<file path="src/rtl/prbs_pattern_gen.sv">
// -----------------------------------------------------------------------------
// prbs_pattern_gen
//   Byte-stream source for the PRBS link. When enabled it first emits the
//   32-bit sync word PATTERN n times (MSB byte first), then free-running
//   PRBS-15 bytes (x^15 + x^14 + 1, eight bit-steps per clock).
//   Dropping en aborts back to IDLE and reloads the LFSR, so every run is
//   reproducible from the first sync byte.
//
// Ports
//   CLK           in   1  clock, rising edge
//   RSTn          in   1  asynchronous active-low reset
//   en            in   1  1 = run, 0 = abort / stay idle
//   n             in   8  sync-word repeat count, sampled on start
//   out           out  8  data byte (registered)
//   valid         out  1  out carries a generated byte
//   pattern_done  out  1  pulse coincident with the last sync byte
//   busy          out  1  generator is running (registered with valid)
// -----------------------------------------------------------------------------
module prbs_pattern_gen #(
  parameter logic [31:0] PATTERN = 32'hAABBCCDD,
  parameter logic [14:0] SEED    = 15'h7FFF
) (
  input  logic       CLK,
  input  logic       RSTn,
  input  logic       en,
  input  logic [7:0] n,
  output logic [7:0] out,
  output logic       valid,
  output logic       pattern_done,
  output logic       busy
);

  // An all-zero LFSR locks up; refuse to build with it.
  if (SEED == 15'd0) begin : g_seed_chk
    $error("prbs_pattern_gen: SEED must be non-zero");
  end

  typedef enum logic [1:0] {
    S_IDLE = 2'd0,
    S_PAT  = 2'd1,
    S_PRBS = 2'd2
  } state_t;

  state_t      r_state;
  state_t      w_state_nxt;
  logic [14:0] r_lfsr;
  logic [14:0] w_lfsr_nxt;
  logic [1:0]  r_byte_idx;
  logic [1:0]  w_byte_idx_nxt;
  logic [7:0]  r_rep_cnt;
  logic [7:0]  w_rep_cnt_nxt;
  logic [7:0]  r_n_q;
  logic [7:0]  w_n_q_nxt;
  logic [7:0]  r_out;
  logic [7:0]  w_out_nxt;
  logic        r_valid;
  logic        w_valid_nxt;
  logic        r_done;
  logic        w_done_nxt;
  logic        r_busy;
  logic [22:0] w_prbs;      // {next PRBS byte, LFSR state after 8 steps}
  logic        w_last_pat;

  // Eight serial LFSR steps unrolled into one clock. The first feedback bit
  // lands in bit 7 of the byte, the eighth in bit 0.
  function automatic logic [22:0] prbs_step8(input logic [14:0] s_in);
    logic [14:0] s;
    logic [7:0]  b;
    logic        fb;
    s = s_in;
    b = 8'h00;
    for (int i = 0; i < 8; i++) begin
      fb       = s[14] ^ s[13];
      b[7 - i] = fb;
      s        = {s[13:0], fb};
    end
    return {b, s};
  endfunction

  // Byte idx of the sync word, idx 0 being the most significant byte.
  function automatic logic [7:0] pat_byte(input logic [1:0] idx);
    logic [4:0] lsb;
    lsb = {~idx, 3'b000};
    return PATTERN[lsb +: 8];
  endfunction

  assign w_prbs     = prbs_step8(r_lfsr);
  assign w_last_pat = (r_byte_idx == 2'd3) && (r_rep_cnt == (r_n_q - 8'd1));

  // Next-state and next-output logic. The registered outputs show the byte
  // chosen on the edge, so the first byte appears on the edge that samples
  // en=1 in IDLE and the last sync byte leaves on the PAT->PRBS edge.
  always_comb begin
    w_state_nxt    = r_state;
    w_lfsr_nxt     = r_lfsr;
    w_byte_idx_nxt = r_byte_idx;
    w_rep_cnt_nxt  = r_rep_cnt;
    w_n_q_nxt      = r_n_q;
    w_out_nxt      = 8'h00;
    w_valid_nxt    = 1'b0;
    w_done_nxt     = 1'b0;

    if (!en) begin
      // Abort from any state: back to a clean start point.
      w_state_nxt    = S_IDLE;
      w_lfsr_nxt     = SEED;
      w_byte_idx_nxt = 2'd0;
      w_rep_cnt_nxt  = 8'd0;
    end else begin
      unique case (r_state)
        S_IDLE: begin
          w_n_q_nxt   = n;
          w_valid_nxt = 1'b1;
          if (n != 8'd0) begin
            w_out_nxt      = pat_byte(2'd0);
            w_byte_idx_nxt = 2'd1;
            w_rep_cnt_nxt  = 8'd0;
            w_state_nxt    = S_PAT;
          end else begin
            w_out_nxt   = w_prbs[22:15];
            w_lfsr_nxt  = w_prbs[14:0];
            w_state_nxt = S_PRBS;
          end
        end
        S_PAT: begin
          w_valid_nxt    = 1'b1;
          w_out_nxt      = pat_byte(r_byte_idx);
          w_byte_idx_nxt = r_byte_idx + 2'd1;
          if (r_byte_idx == 2'd3) begin
            w_rep_cnt_nxt = r_rep_cnt + 8'd1;
          end
          if (w_last_pat) begin
            w_done_nxt  = 1'b1;
            w_state_nxt = S_PRBS;
          end
        end
        S_PRBS: begin
          w_valid_nxt = 1'b1;
          w_out_nxt   = w_prbs[22:15];
          w_lfsr_nxt  = w_prbs[14:0];
        end
        default: begin
          w_state_nxt = S_IDLE;
        end
      endcase
    end
  end

  always_ff @(posedge CLK or negedge RSTn) begin
    if (!RSTn) begin
      r_state <= S_IDLE;
    end else begin
      r_state <= w_state_nxt;
    end
  end

  always_ff @(posedge CLK or negedge RSTn) begin
    if (!RSTn) begin
      r_lfsr     <= SEED;
      r_byte_idx <= 2'd0;
      r_rep_cnt  <= 8'd0;
      r_n_q      <= 8'd0;
      r_out      <= 8'h00;
      r_valid    <= 1'b0;
      r_done     <= 1'b0;
      r_busy     <= 1'b0;
    end else begin
      r_lfsr     <= w_lfsr_nxt;
      r_byte_idx <= w_byte_idx_nxt;
      r_rep_cnt  <= w_rep_cnt_nxt;
      r_n_q      <= w_n_q_nxt;
      r_out      <= w_out_nxt;
      r_valid    <= w_valid_nxt;
      r_done     <= w_done_nxt;
      r_busy     <= (w_state_nxt != S_IDLE);
    end
  end

  assign out          = r_out;
  assign valid        = r_valid;
  assign pattern_done = r_done;
  assign busy         = r_busy;

endmodule
</file>
<file path="config.mk">
export PLATFORM = sky130hd
export DESIGN_NAME = prbs_pattern_gen
export DESIGN_NICKNAME = d
export VERILOG_FILES = /design/src/rtl/prbs_pattern_gen.sv
export SDC_FILE = /design/constraint.sdc
export NUM_CORES = 1
export LEC_CHECK = 0
export ABC_AREA = 0
export ABC_CLOCK_PERIOD_IN_PS = 2680
export CAP_MARGIN = 25
export CORE_ASPECT_RATIO = 1.5
export CORE_MARGIN = 1
export CORE_UTILIZATION = 55
export CTS_CLUSTER_DIAMETER = 40
export DETAILED_ROUTE_END_ITERATION = 7
export PLACE_DENSITY = 0.85
export SYNTH_ARGS = -nofsm -noshare
export SYNTH_HDL_FRONTEND = slang
export SYNTH_SLANG_ARGS = --single-unit
</file>
<file path="constraint.sdc">
create_clock -name CLK -period 2.68 [get_ports CLK]
set_input_delay 0.402 -clock CLK [delete_from_list [all_inputs] [get_ports CLK]]
set_output_delay 0.402 -clock CLK [all_outputs]
set_load 0.005 [all_outputs]
</file>
# == After elaboration in Yosys (flattened, before gate mapping) ==
# Cells that the tools add are included.
# word_totals
reg_bits,46
inputBits,11
output_inout_bits,11
elab_cells,62
# op_classes
addsub,3
eq_ne,9
shifts,1
mux,22
n_bitwise,9
n_reduce_logical,9
# op_table
op,count
8-bit two-way mux,5
32-bit by 6-bit indexed part select with 8-bit output (first input constant),1
15-bit two-way mux,2
15-bit case mux with 2 select lines,1
8-bit case mux with 3 select lines,1
8-bit case mux with 2 select lines,1
2-bit two-way mux,5
3-bit != test (second input constant),3
8-bit by 1-bit adder with 8-bit output (second input constant),1
8-bit == test,1
8-bit nonzero test,1
8-bit by 1-bit subtractor with 8-bit output (second input constant),1
1-bit XOR,8
3-bit by 1-bit != test with 1-bit output (second input constant),2
2-bit case mux with 3 select lines,1
2-bit AND reduction,3
1-bit two-way mux,5
2-bit == test (second input constant),2
2-bit case mux with 2 select lines,1
3-bit AND reduction,1
3-bit OR reduction,1
2-bit by 1-bit adder with 2-bit output (second input constant),1
2-bit by 1-bit == test with 1-bit output (second input constant),1
2-bit zero test,1
other kinds (3),3

# == Depth between registers and ports, before layout ==
# Gate-level depths: netlist of the first run.
# depth
ltp_word,7
depth_mapped,7

# == Least setup slack after synthesis of the first run ==
# Ideal clock, no wire load.
# synth_timing
kind,reg-to-reg
start,register r_n_q[0]
end,register r_state[0]
t_arrival_ns,2.176
path_slack_ns,0.382
stages_incl_launch_ff,8
n_path_buf,0
period_less_slack_ns,2.298
cell_sequence,dfrtp_1 inv_1 ha_1 or3b_2 o31a_1 a2111oi_2 o2111ai_1 a32o_1
# synth_via
elab_chain_cells,6
# synth_rtl
element,line,rtl
start: declaration,52,logic [7:0] r_n_q;
start signal: assignment,171,r_n_q <= w_n_q_nxt;
8-bit by 1-bit subtractor with 8-bit output,88,assign w_last_pat = (r_byte_idx == 2'd3) && (r_rep_cnt == (r_n_q - 8'd1));
8-bit == test,88,
1-bit logical AND,88,
2-bit two-way mux,132,if (w_last_pat) begin
2-bit case mux with 3 select lines,110,unique case (r_state)
2-bit two-way mux,103,if (!en) begin
via w_state_nxt[0],45,state_t w_state_nxt;
end signal: assignment,153,r_state <= w_state_nxt;
end: declaration,44,state_t r_state;
# The timed path passes the listed nets, and every way through them passes these cells.
# A chain may end at the register's enable or synchronous reset.

# == Worst setup path after layout of the first run ==
# Ends and elaborated chain as after synthesis.

==> flow_metrics.env, run 1 <==
export IMPL_status="completed"
export IMPL_layout_min_cycle_time_ns=2.49
export IMPL_die_h_microns=80.0
export IMPL_p_leak_nw=1.15
export IMPL_rows=28
export IMPL_syn_avg_cell_area_sq_um=9.87
export IMPL_htreeDepth=2
export IMPL_cts_buffer_depth=2
export IMPL_grt_pass1_vias=1606
export IMPL_nets=263
export IMPL_syn_to_final_growth_pct=16.3
export IMPL_setup_viol=0
export IMPL_synth_cell_types=43
export IMPL_gp_congestion=0.785
export IMPL_drc_errors=0
export IMPL_insertion_delay_ns=0.31
export IMPL_yosys_area_top_type="dfrtp_1"
export IMPL_drive_gt1_frac=0.160
export IMPL_rsz0062_at_grt="no"
export IMPL_crit_fanout=6
export IMPL_synth_main_ff_cell="dfrtp_1"
export IMPL_synth_compound_area_frac=0.131
export IMPL_fillers=304
export IMPL_path_clk_slew_ns=0.09
export IMPL_syn_area_sq_um=2230
export IMPL_reg2reg_slack_ns=0.19
export IMPL_async_reset_ff_frac=1.00
export IMPL_fin_skew_ns=0.00947
export IMPL_antennaDiodeCount=0
export IMPL_io_buffer_count=21
export IMPL_ir_worst_vdd_v=0.000556
export IMPL_root_buffer="clkbuf_8"
export IMPL_wl_per_cell_microns=15.9
export IMPL_cts_tree="yes"
export IMPL_layout_setup_ws_ns=0.191
export IMPL_crit_start="r_n_q[0]$_DFFE_PN0P_"
export IMPL_final_cell_area_sq_um=2590
export IMPL_start_util=0.568
export IMPL_place_area_sq_um=2480
export IMPL_synth_seq_cells=46
export IMPL_dr_pass1_iters=4
export IMPL_grt_use_met2=0.411
export IMPL_ys_warn_count=0
export IMPL_grt_max_degree=47
export IMPL_powerDensity_nw_per_um2=565
export IMPL_hold_viol_final=0
export IMPL_hp_class="in -> async"
export IMPL_synthCells=226
export IMPL_busiest_layer="met2"
export IMPL_synthMuxAreaShare=0.0348
export IMPL_die_w_microns=54.0
export IMPL_dp_hpwl_microns=3350
export IMPL_tightest_slew_ns=0.549
export IMPL_drt_iter0_drc=41
export IMPL_pre_cts_slack_ns=0.206
export IMPL_fmax_mhz=402
export IMPL_core_area_sq_um=3920
export IMPL_syn_nets=240
export IMPL_io_pin_count=22
export IMPL_r2r_start="r_n_q[0]$_DFFE_PN0P_"
export IMPL_synth_most_common_cell="nand2_1"
export IMPL_synthTopCellsByCount="42 x nand2_1, 31 x dfrtp_1, 16 x nand3_1"
export IMPL_synth_enable_flop_cells=0
export IMPL_synth_simple_gate_area_frac=0.208
export IMPL_cp_end_kind="register"
export IMPL_synth_top_family_by_area="simple AND/OR/NAND/NOR gates"
export IMPL_synth_xor_area_frac=0.0629
export IMPL_period_share=0.929
export IMPL_required_ns=2.88
export IMPL_synth_adder_area_share=0.0168
export IMPL_arrival_ns=2.69
export IMPL_fin_setup_tns_ns=0
export IMPL_clkSinkCount=46
export IMPL_post_cts_buffers=0
export IMPL_antenna_found_initial=0
export IMPL_met3_usage=0.0419
export IMPL_vias=1677
export IMPL_startpoint_type="register"
export IMPL_grt_util_met1=0.257
export IMPL_drt_total_wl_microns=4690
export IMPL_synth_area_top_cells="dfrtp_1 35%, dfstp_2 18%, nand2_1 7.1%"
export IMPL_ant_nets=0
export IMPL_grt_ovfl_total=0
export IMPL_total_power_mw=1.47
export IMPL_ctsHoldBuffers=0
export IMPL_grt_pass1_wl_microns=7150
export IMPL_dieArea_sq_um=4320
export IMPL_avgViaCountPerCell=5.68
export IMPL_grtUsageTotal=0.233
export IMPL_ys_seq_area_frac=0.525
export IMPL_worstSetupPathType="reg -> reg"
export IMPL_numCtsBuffers=5
export IMPL_final_max_slew_violation_count=0
export IMPL_cts_resized=0
export IMPL_drv_cap=0
export IMPL_synth_top_cell_area_share=0.348
export IMPL_slew_headroom=0.630
worst max-delay path, stage by stage, from the launching register on:
cell and delay [ns]:
dfrtp_1 0.45, inv_1 0.10, ha_1 0.21, or3b_2 0.48, o31a_1 0.28, a2111oi_2 0.34, o2111ai_1 0.22, a32o_1 0.32
logic make-up after synthesis:
logic type / count (synthesis)
adders and majority gates: 3
buffers and inverters: 13
muxes: 7
xor gates and xnor gates: 16
and+or+nand+nor: 97
AOI/OAI and AO/OA: 44
DFF: 46
path summary, 6_finish.rpt:
| path | to | cells after the start |
|---|---|---|
| min in group CLK | r_lfsr[10]$_DFFE_PN1P_ | 2 |
| max reg2reg | r_state[0]$_DFF_PN0_ | 7 |
| max | r_state[0]$_DFF_PN0_ | 7 |
| min | out[3]$_DFF_PN0_ | 1 |
| min reg2reg | r_lfsr[10]$_DFFE_PN1P_ | 2 |
| max in group asynchronous | r_lfsr[4]$_DFFE_PN1P_ | 2 |
where the power goes:
part           total, mW  internal (mW)  leakage [nW]  switching, mW
sequential         0.791          0.738         0.557         0.0531
clock              0.438          0.188        0.0447          0.250
combinational      0.237          0.123         0.550          0.115
flip-flops by register name, indices dropped and copies added (netlist names):
| signal | cells |
|---|---|
| r_lfsr | 15 |
| busy | 1 |
| valid | 1 |
| r_n_q | 8 |
| r_rep_cnt | 8 |
| out | 8 |
| r_byte_idx | 2 |
| pattern_done | 1 |
| r_state | 2 |
area by class of cell:
type	count	area (sq um)	area share
sequential	46	1170	0.451
multi-input combinational	167	1010	0.390
timing repair buffer	25	248	0.0955
clock buffer	5	68.8	0.0265
tap	45	56.3	0.0217
clock inverter	3	25.0	0.00965
inverter	4	15.0	0.00579
metal layers:
metal  share of wire  routed length, microns
met1            0.40                    1880
met2            0.54                    2510
met3           0.031                     144
met4           0.033                     154
met5               0                       0
per-stage QoR:
stage	utilization	cells	hold WS, ns
floorplan	-	226	0.106
global placement	0.632	286	0.473
detailed placement	0.632	286	0.484
CTS	0.656	294	0.289
global route	0.661	295	0.0382
finish	0.661	295	0.0159
cells in the final DEF, fill, tap and decap left out, types with 2 or more instances in the layout:
cell             count
a21oi_1              8
and3_1               4
buf_4                3
clkbuf_8             5
clkdlybuf4s50_1     20
dfrtp_1             31
dfstp_2             15
ha_1                 3
inv_1                4
mux2_2               6
nand2_1             42
nand2b_1             2
nand3_1             16
nor2_1              13
nor2b_1              4
nor3_1               2
nor4_1               3
o211ai_1             4
o21a_1               4
o21ai_0             15
o31a_1               2
or3_1                2
xnor2_1              9
xor2_1               7
Power figures use the tool's default switching activity.
==> run 2, diff against run 1 <==
--- a/config.mk
+++ b/config.mk
@@ -8,12 +8,16 @@
 export ABC_AREA = 0
 export ABC_CLOCK_PERIOD_IN_PS = 2680
 export CAP_MARGIN = 25
+export CELL_PAD_IN_SITES_DETAIL_PLACEMENT = 0
+export CELL_PAD_IN_SITES_GLOBAL_PLACEMENT = 1
 export CORE_ASPECT_RATIO = 1.5
 export CORE_MARGIN = 1
-export CORE_UTILIZATION = 55
+export CORE_UTILIZATION = 44
 export CTS_CLUSTER_DIAMETER = 40
 export DETAILED_ROUTE_END_ITERATION = 7
-export PLACE_DENSITY = 0.85
+export PLACE_DENSITY = 0.87
+export SETUP_SLACK_MARGIN = 0.5
+export SKIP_CTS_REPAIR_TIMING = 1
 export SYNTH_ARGS = -nofsm -noshare
 export SYNTH_HDL_FRONTEND = slang
 export SYNTH_SLANG_ARGS = --single-unit
==> run 2 against run 1 <==
Sequential share of layout area fell by 2.0 points. Die area up 24%. Non-clock buffer count increased by 7. Largest power group unchanged. Via count up 3.2%. Critical endpoint unchanged. Fmax grew 12%. Power rose by 2.8%. Sequential cell count is the same. Wire length rose by 7.0%. Setup slack improved by 0.26 ns. Combinational power grew 27%.
==> flow_metrics.env, run 2 (synthesis results as in run 1) <==
export IMPL_worstSetupPathType="reg -> reg"
export IMPL_placedCellCount=308
export IMPL_cts_buffer_depth=2
export IMPL_path_buf_inv=1
export IMPL_fin_skew_ns=0.0104
export IMPL_arrival_ns=2.41
export IMPL_final_cell_area_sq_um=2720
export IMPL_dr_pass1_iters=4
export IMPL_rsz0062_at_grt="yes"
export IMPL_clkSinkCount=46
export IMPL_slew_headroom=0.415
export IMPL_drv_cap=0
export IMPL_antennaDiodeCount=0
export IMPL_final_util=0.561
export IMPL_nets=270
export IMPL_final_max_slew_violation_count=0
export IMPL_reg2reg_depth=6
export IMPL_r2r_start="r_n_q[0]$_DFFE_PN0P_"
export IMPL_drt_iter0_drc=68
export IMPL_path_clk_slew_ns=0.08
export IMPL_grt_pass1_wl_microns=7690
export IMPL_rows=31
export IMPL_path_cells="buf_6 -> or3_4 -> or3_4 -> a2111oi_4 -> o2111ai_2 -> a32o_1"
export IMPL_largest_reg_flops=15
export IMPL_grtUsageTotal=0.198
export IMPL_regMostFlops="r_lfsr"
export IMPL_ir_worst_vdd_v=0.000269
export IMPL_status="completed"
export IMPL_hold_viol_final=0
export IMPL_drt_total_wl_microns=5020
export IMPL_root_buffer="clkbuf_8"
export IMPL_reg2reg_slack_ns=0.46
export IMPL_period_share=0.830
export IMPL_powerDensity_nw_per_um2=554
export IMPL_wl_per_cell_microns=15.5
export IMPL_path_delay_family="compound AO/OA/AOI/OAI gates"
export IMPL_numCtsBuffers=5
export IMPL_critPathMostFrequentCell="or3_4"
export IMPL_insertion_delay_ns=0.30
export IMPL_dieArea_sq_um=5360
export IMPL_io_buffer_count=21
export IMPL_final_common_cell="nand2_1"
export IMPL_ant_nets=0
export IMPL_tightest_slew_ns=0.877
export IMPL_r2r_end="r_state[0]$_DFF_PN0_"
export IMPL_final_cells=323
export IMPL_dp_hpwl_microns=3570
export IMPL_hp_class="in -> async"
export IMPL_core_area_sq_um=4850
export IMPL_die_w_microns=60.1
export IMPL_place_area_sq_um=2520
export IMPL_whs_ns=0.209
export IMPL_setup_viol=0
export IMPL_cts_tree="yes"
export IMPL_die_h_microns=89.2
export IMPL_p_leak_nw=1.19
export IMPL_crit_fanout=3
export IMPL_antenna_found_initial=0
export IMPL_htreeDepth=2
export IMPL_required_ns=2.87
export IMPL_grt_pass1_vias=1639
export IMPL_cpMaxStageDelayCell="dfrtp_2"
export IMPL_max_stage_delay_ns=0.43
export IMPL_fmax_mhz=450
export IMPL_pre_cts_slack_ns=0.392
export IMPL_gp_congestion=0.863
export IMPL_grt_max_degree=41
export IMPL_fin_setup_tns_ns=0
export IMPL_layout_setup_ws_ns=0.455
export IMPL_start_util=0.460
export IMPL_io_pin_count=22
export IMPL_drc_errors=0
export IMPL_mostFrequentLayoutCells="42 x nand2_1, 29 x dfrtp_1, 20 x clkdlybuf4s50_1"
export IMPL_cp_end_kind="register"
export IMPL_vias=1731
export IMPL_total_power_mw=1.51
export IMPL_syn_to_final_growth_pct=21.9
export IMPL_drive_gt1_frac=0.226
export IMPL_avgViaCountPerCell=5.36
export IMPL_layout_min_cycle_time_ns=2.22
export IMPL_startpoint_type="register"
export IMPL_grt_ovfl_total=0
[run 2: changes by cell type in the layout (fill, tap and decap cells not counted), sizes merged]
cell	before	now
clkbuf	5	6
inv	5	4
clkinv	1	2
buf	5	12
clkinvlp	1	0
[run 2: worst max-delay path by stage]
stage	slack [ns]	to	from	depth (start not counted)
final	0.46	r_state[0]$_DFF_PN0_	r_n_q[0]$_DFFE_PN0P_	6
after global routing	0.39	r_state[0]$_DFF_PN0_	r_n_q[0]$_DFFE_PN0P_	7
after CTS	0.42	r_state[0]$_DFF_PN0_	r_n_q[2]$_DFFE_PN0P_	5
after detailed placement	0.39	r_rep_cnt[6]$_DFFE_PN0P_	n[1]	6
after global placement	0.41	r_rep_cnt[6]$_DFFE_PN0P_	n[1]	6
after floorplan	0.62	r_state[0]$_DFF_PN0_	r_n_q[0]$_DFFE_PN0P_	7
[run 2: final cells by class]
type / instances / area (sq um)
Sequential cell: 46 / 1170
Inverter: 4 / 15.0
Clock inverter: 2 / 10.0
Fill cell: 445 / 2130
Tap cell: 66 / 82.6
Timing Repair Buffer: 32 / 292
Clock buffer: 6 / 72.6
Multi-Input combinational cell: 167 / 1070
[run 2: layer usage]
layer	up-vias	routed length, microns	track usage
met3	9	112	0.0362
met2	23	2700	0.353
li1	844	-	-
met4	0	91	0.0803
met1	855	2110	0.227
met5	-	0	0
[run 2: where the power goes]
| group | switching (mW) | leakage (nW) | internal, mW |
|---|---|---|---|
| clock | 0.230 | 0.0450 | 0.181 |
| combinational | 0.140 | 0.587 | 0.160 |
| sequential | 0.0558 | 0.554 | 0.739 |
| total | 0.426 | 1.19 | 1.08 |
==> run 3, diff against run 2 <==
--- a/config.mk
+++ b/config.mk
@@ -6,16 +6,16 @@
 export NUM_CORES = 1
 export LEC_CHECK = 0
 export ABC_AREA = 0
-export ABC_CLOCK_PERIOD_IN_PS = 2680
+export ABC_CLOCK_PERIOD_IN_PS = 1990
 export CAP_MARGIN = 25
 export CELL_PAD_IN_SITES_DETAIL_PLACEMENT = 0
 export CELL_PAD_IN_SITES_GLOBAL_PLACEMENT = 1
 export CORE_ASPECT_RATIO = 1.5
 export CORE_MARGIN = 1
-export CORE_UTILIZATION = 44
+export CORE_UTILIZATION = 40
 export CTS_CLUSTER_DIAMETER = 40
 export DETAILED_ROUTE_END_ITERATION = 7
-export PLACE_DENSITY = 0.87
+export PLACE_DENSITY = 0.84
 export SETUP_SLACK_MARGIN = 0.5
 export SKIP_CTS_REPAIR_TIMING = 1
 export SYNTH_ARGS = -nofsm -noshare
==> constraint.sdc (replaced) <==
create_clock -name CLK -period 1.99 [get_ports CLK]
set_input_delay 0.2985 -clock CLK [delete_from_list [all_inputs] [get_ports CLK]]
set_output_delay 0.2985 -clock CLK [all_outputs]
set_load 0.005 [all_outputs]
==> run 3 against run 2 <==
The run now ends with negative setup slack left. Non-clock buffer count rose by 19. Clock skew decreased by 0.0035 ns. Worst hold slack worse by 0.15 ns. Clock power increased by 42%. Critical path type unchanged. Critical endpoint unchanged. Largest cell class unchanged. Highest routed layer unchanged.
==> flow_metrics.env, run 3 (synthesis results as in run 1) <==
export IMPL_crit_fanout=3
export IMPL_hp_class="in -> async"
export IMPL_fin_skew_ns=0.00695
export IMPL_numCtsBuffers=5
export IMPL_cts_tree="yes"
export IMPL_ir_worst_vdd_v=0.000424
export IMPL_grtUsageTotal=0.181
export IMPL_fillers=464
export IMPL_final_max_slew_violation_count=0
export IMPL_rows=32
export IMPL_reg2reg_slack_ns=-0.19
export IMPL_worstSetupPathType="reg -> reg"
export IMPL_htreeDepth=2
export IMPL_tightest_slew_ns=0.564
export IMPL_drc_errors=0
export IMPL_slew_headroom=0.624
export IMPL_fmax_mhz=459
export IMPL_start_util=0.425
export IMPL_largest_reg_flops=15
export IMPL_r2r_end="r_state[0]$_DFF_PN0_"
export IMPL_final_common_cell="nand2_1"
export IMPL_ant_nets=0
export IMPL_required_ns=2.18
export IMPL_wl_per_cell_microns=15.3
export IMPL_vias=1826
export IMPL_arrival_ns=2.36
export IMPL_root_buffer="clkbuf_8"
export IMPL_antenna_found_initial=0
export IMPL_die_h_microns=93.4
export IMPL_reg2reg_depth=6
export IMPL_rsz0062_at_grt="yes"
export IMPL_layout_min_cycle_time_ns=2.18
export IMPL_drt_total_wl_microns=5290
export IMPL_violations="negative setup slack"
export IMPL_clkSinkCount=46
export IMPL_status="complete, but fails checks"
export IMPL_final_seq_area_sq_um=1170
export IMPL_core_area_sq_um=5250
export IMPL_insertion_delay_ns=0.30
export IMPL_avgViaCountPerCell=5.28
export IMPL_path_clk_slew_ns=0.09
export IMPL_grt_ovfl_total=0
export IMPL_hold_viol_final=0
export IMPL_regMostFlops="r_lfsr"
export IMPL_setup_viol=3
export IMPL_syn_to_final_growth_pct=31.7
export IMPL_antennaDiodeCount=0
export IMPL_layout_setup_ws_ns=-0.187
export IMPL_r2r_start="r_n_q[0]$_DFFE_PN0P_"
export IMPL_die_w_microns=63.0
export IMPL_nets=291
export IMPL_io_pin_count=22
export IMPL_dieArea_sq_um=5880
export IMPL_drt_iter0_drc=98
export IMPL_p_leak_nw=1.37
export IMPL_io_buffer_count=21
export IMPL_multi_input_area_sq_um=1120
export IMPL_final_util=0.560
export IMPL_dp_hpwl_microns=3610
export IMPL_drive_gt1_frac=0.288
export IMPL_drv_cap=0
export IMPL_grt_pass1_vias=1768
export IMPL_pre_cts_slack_ns=-0.176
export IMPL_period_share=1.09
export IMPL_grt_max_degree=47
export IMPL_dr_pass1_iters=4
export IMPL_total_power_mw=2.11
export IMPL_grt_pass1_wl_microns=8200
export IMPL_cts_buffer_depth=2
export IMPL_powerDensity_nw_per_um2=719
export IMPL_startpoint_type="register"
export IMPL_cp_end_kind="register"
export IMPL_gp_congestion=0.848
export IMPL_mostFrequentLayoutCells="42 x nand2_1, 31 x dfrtp_1, 27 x buf_4"
run 3: cell types whose count changed in the layout (fill, tap and decap cells not counted), moves of 2 or more:
cell	change
buf_4	+17
clkdlybuf4s50_1	-8
dlymetal6s2s_1	+8
or2_4	+3
dfrtp_1	+2
dfrtp_2	-2
run 3: area by class of cell:
| class | instances | area share |
|---|---|---|
| Clock buffer | 7 | 0.0294 |
| Clock inverter | 1 | 0.00170 |
| Inverter | 4 | 0.00511 |
| Multi-Input combinational cell | 169 | 0.381 |
| Sequential cell | 46 | 0.398 |
| Tap cell | 68 | 0.0290 |
| Timing Repair Buffer | 51 | 0.155 |
run 3: how the worst max path moves through the flow:
stage                          from                    to  slack (ns)  cells after the start
6_report       r_n_q[0]$_DFFE_PN0P_  r_state[0]$_DFF_PN0_       -0.19                      6
5_1_grt        r_n_q[0]$_DFFE_PN0P_  r_state[0]$_DFF_PN0_       -0.21                      6
2_1_floorplan  r_n_q[0]$_DFFE_PN0P_  r_state[0]$_DFF_PN0_       -0.07                      7
3_3_place_gp   r_n_q[2]$_DFFE_PN0P_  r_state[0]$_DFF_PN0_       -0.12                      5
3_5_place_dp   r_n_q[0]$_DFFE_PN0P_  r_state[0]$_DFF_PN0_       -0.18                      7
4_1_cts        r_n_q[0]$_DFFE_PN0P_  r_state[0]$_DFF_PN0_       -0.19                      7
run 3: through the flow:
stage | instance area, sq um | cells | hold WS, ns | TNS [ns]
2_1_floorplan | 2250 | 226 | 0.00291 | -0.106
3_3_place_gp | 2670 | 328 | 0.413 | -0.997
3_5_place_dp | 2670 | 328 | 0.416 | -1.28
4_1_cts | 2760 | 336 | 0.0898 | -0.476
5_1_grt | 2940 | 346 | 0.112 | -0.525
6_report | 2940 | 346 | 0.0632 | -0.451
run 3: worst max-delay path: stages, from the launching register on:
cell and delay [ns]:
dfrtp_1 0.42, buf_6 0.13, or3_4 0.32, or3_4 0.39, a2111oi_4 0.36, o2111ai_2 0.17
a32o_1 0.27
run 3: metal layers:
metal,vias up,share of wire,global-route usage
met2,35,0.56,0.330
met1,896,0.39,0.205
met5,-,0,0
met3,9,0.027,0.0341
met4,0,0.017,0.0717
li1,886,-,-
run 3: report_power, final:
part	switching, mW	internal [mW]
Combinational	0.219	0.258
Clock	0.305	0.281
Sequential	0.0547	0.993
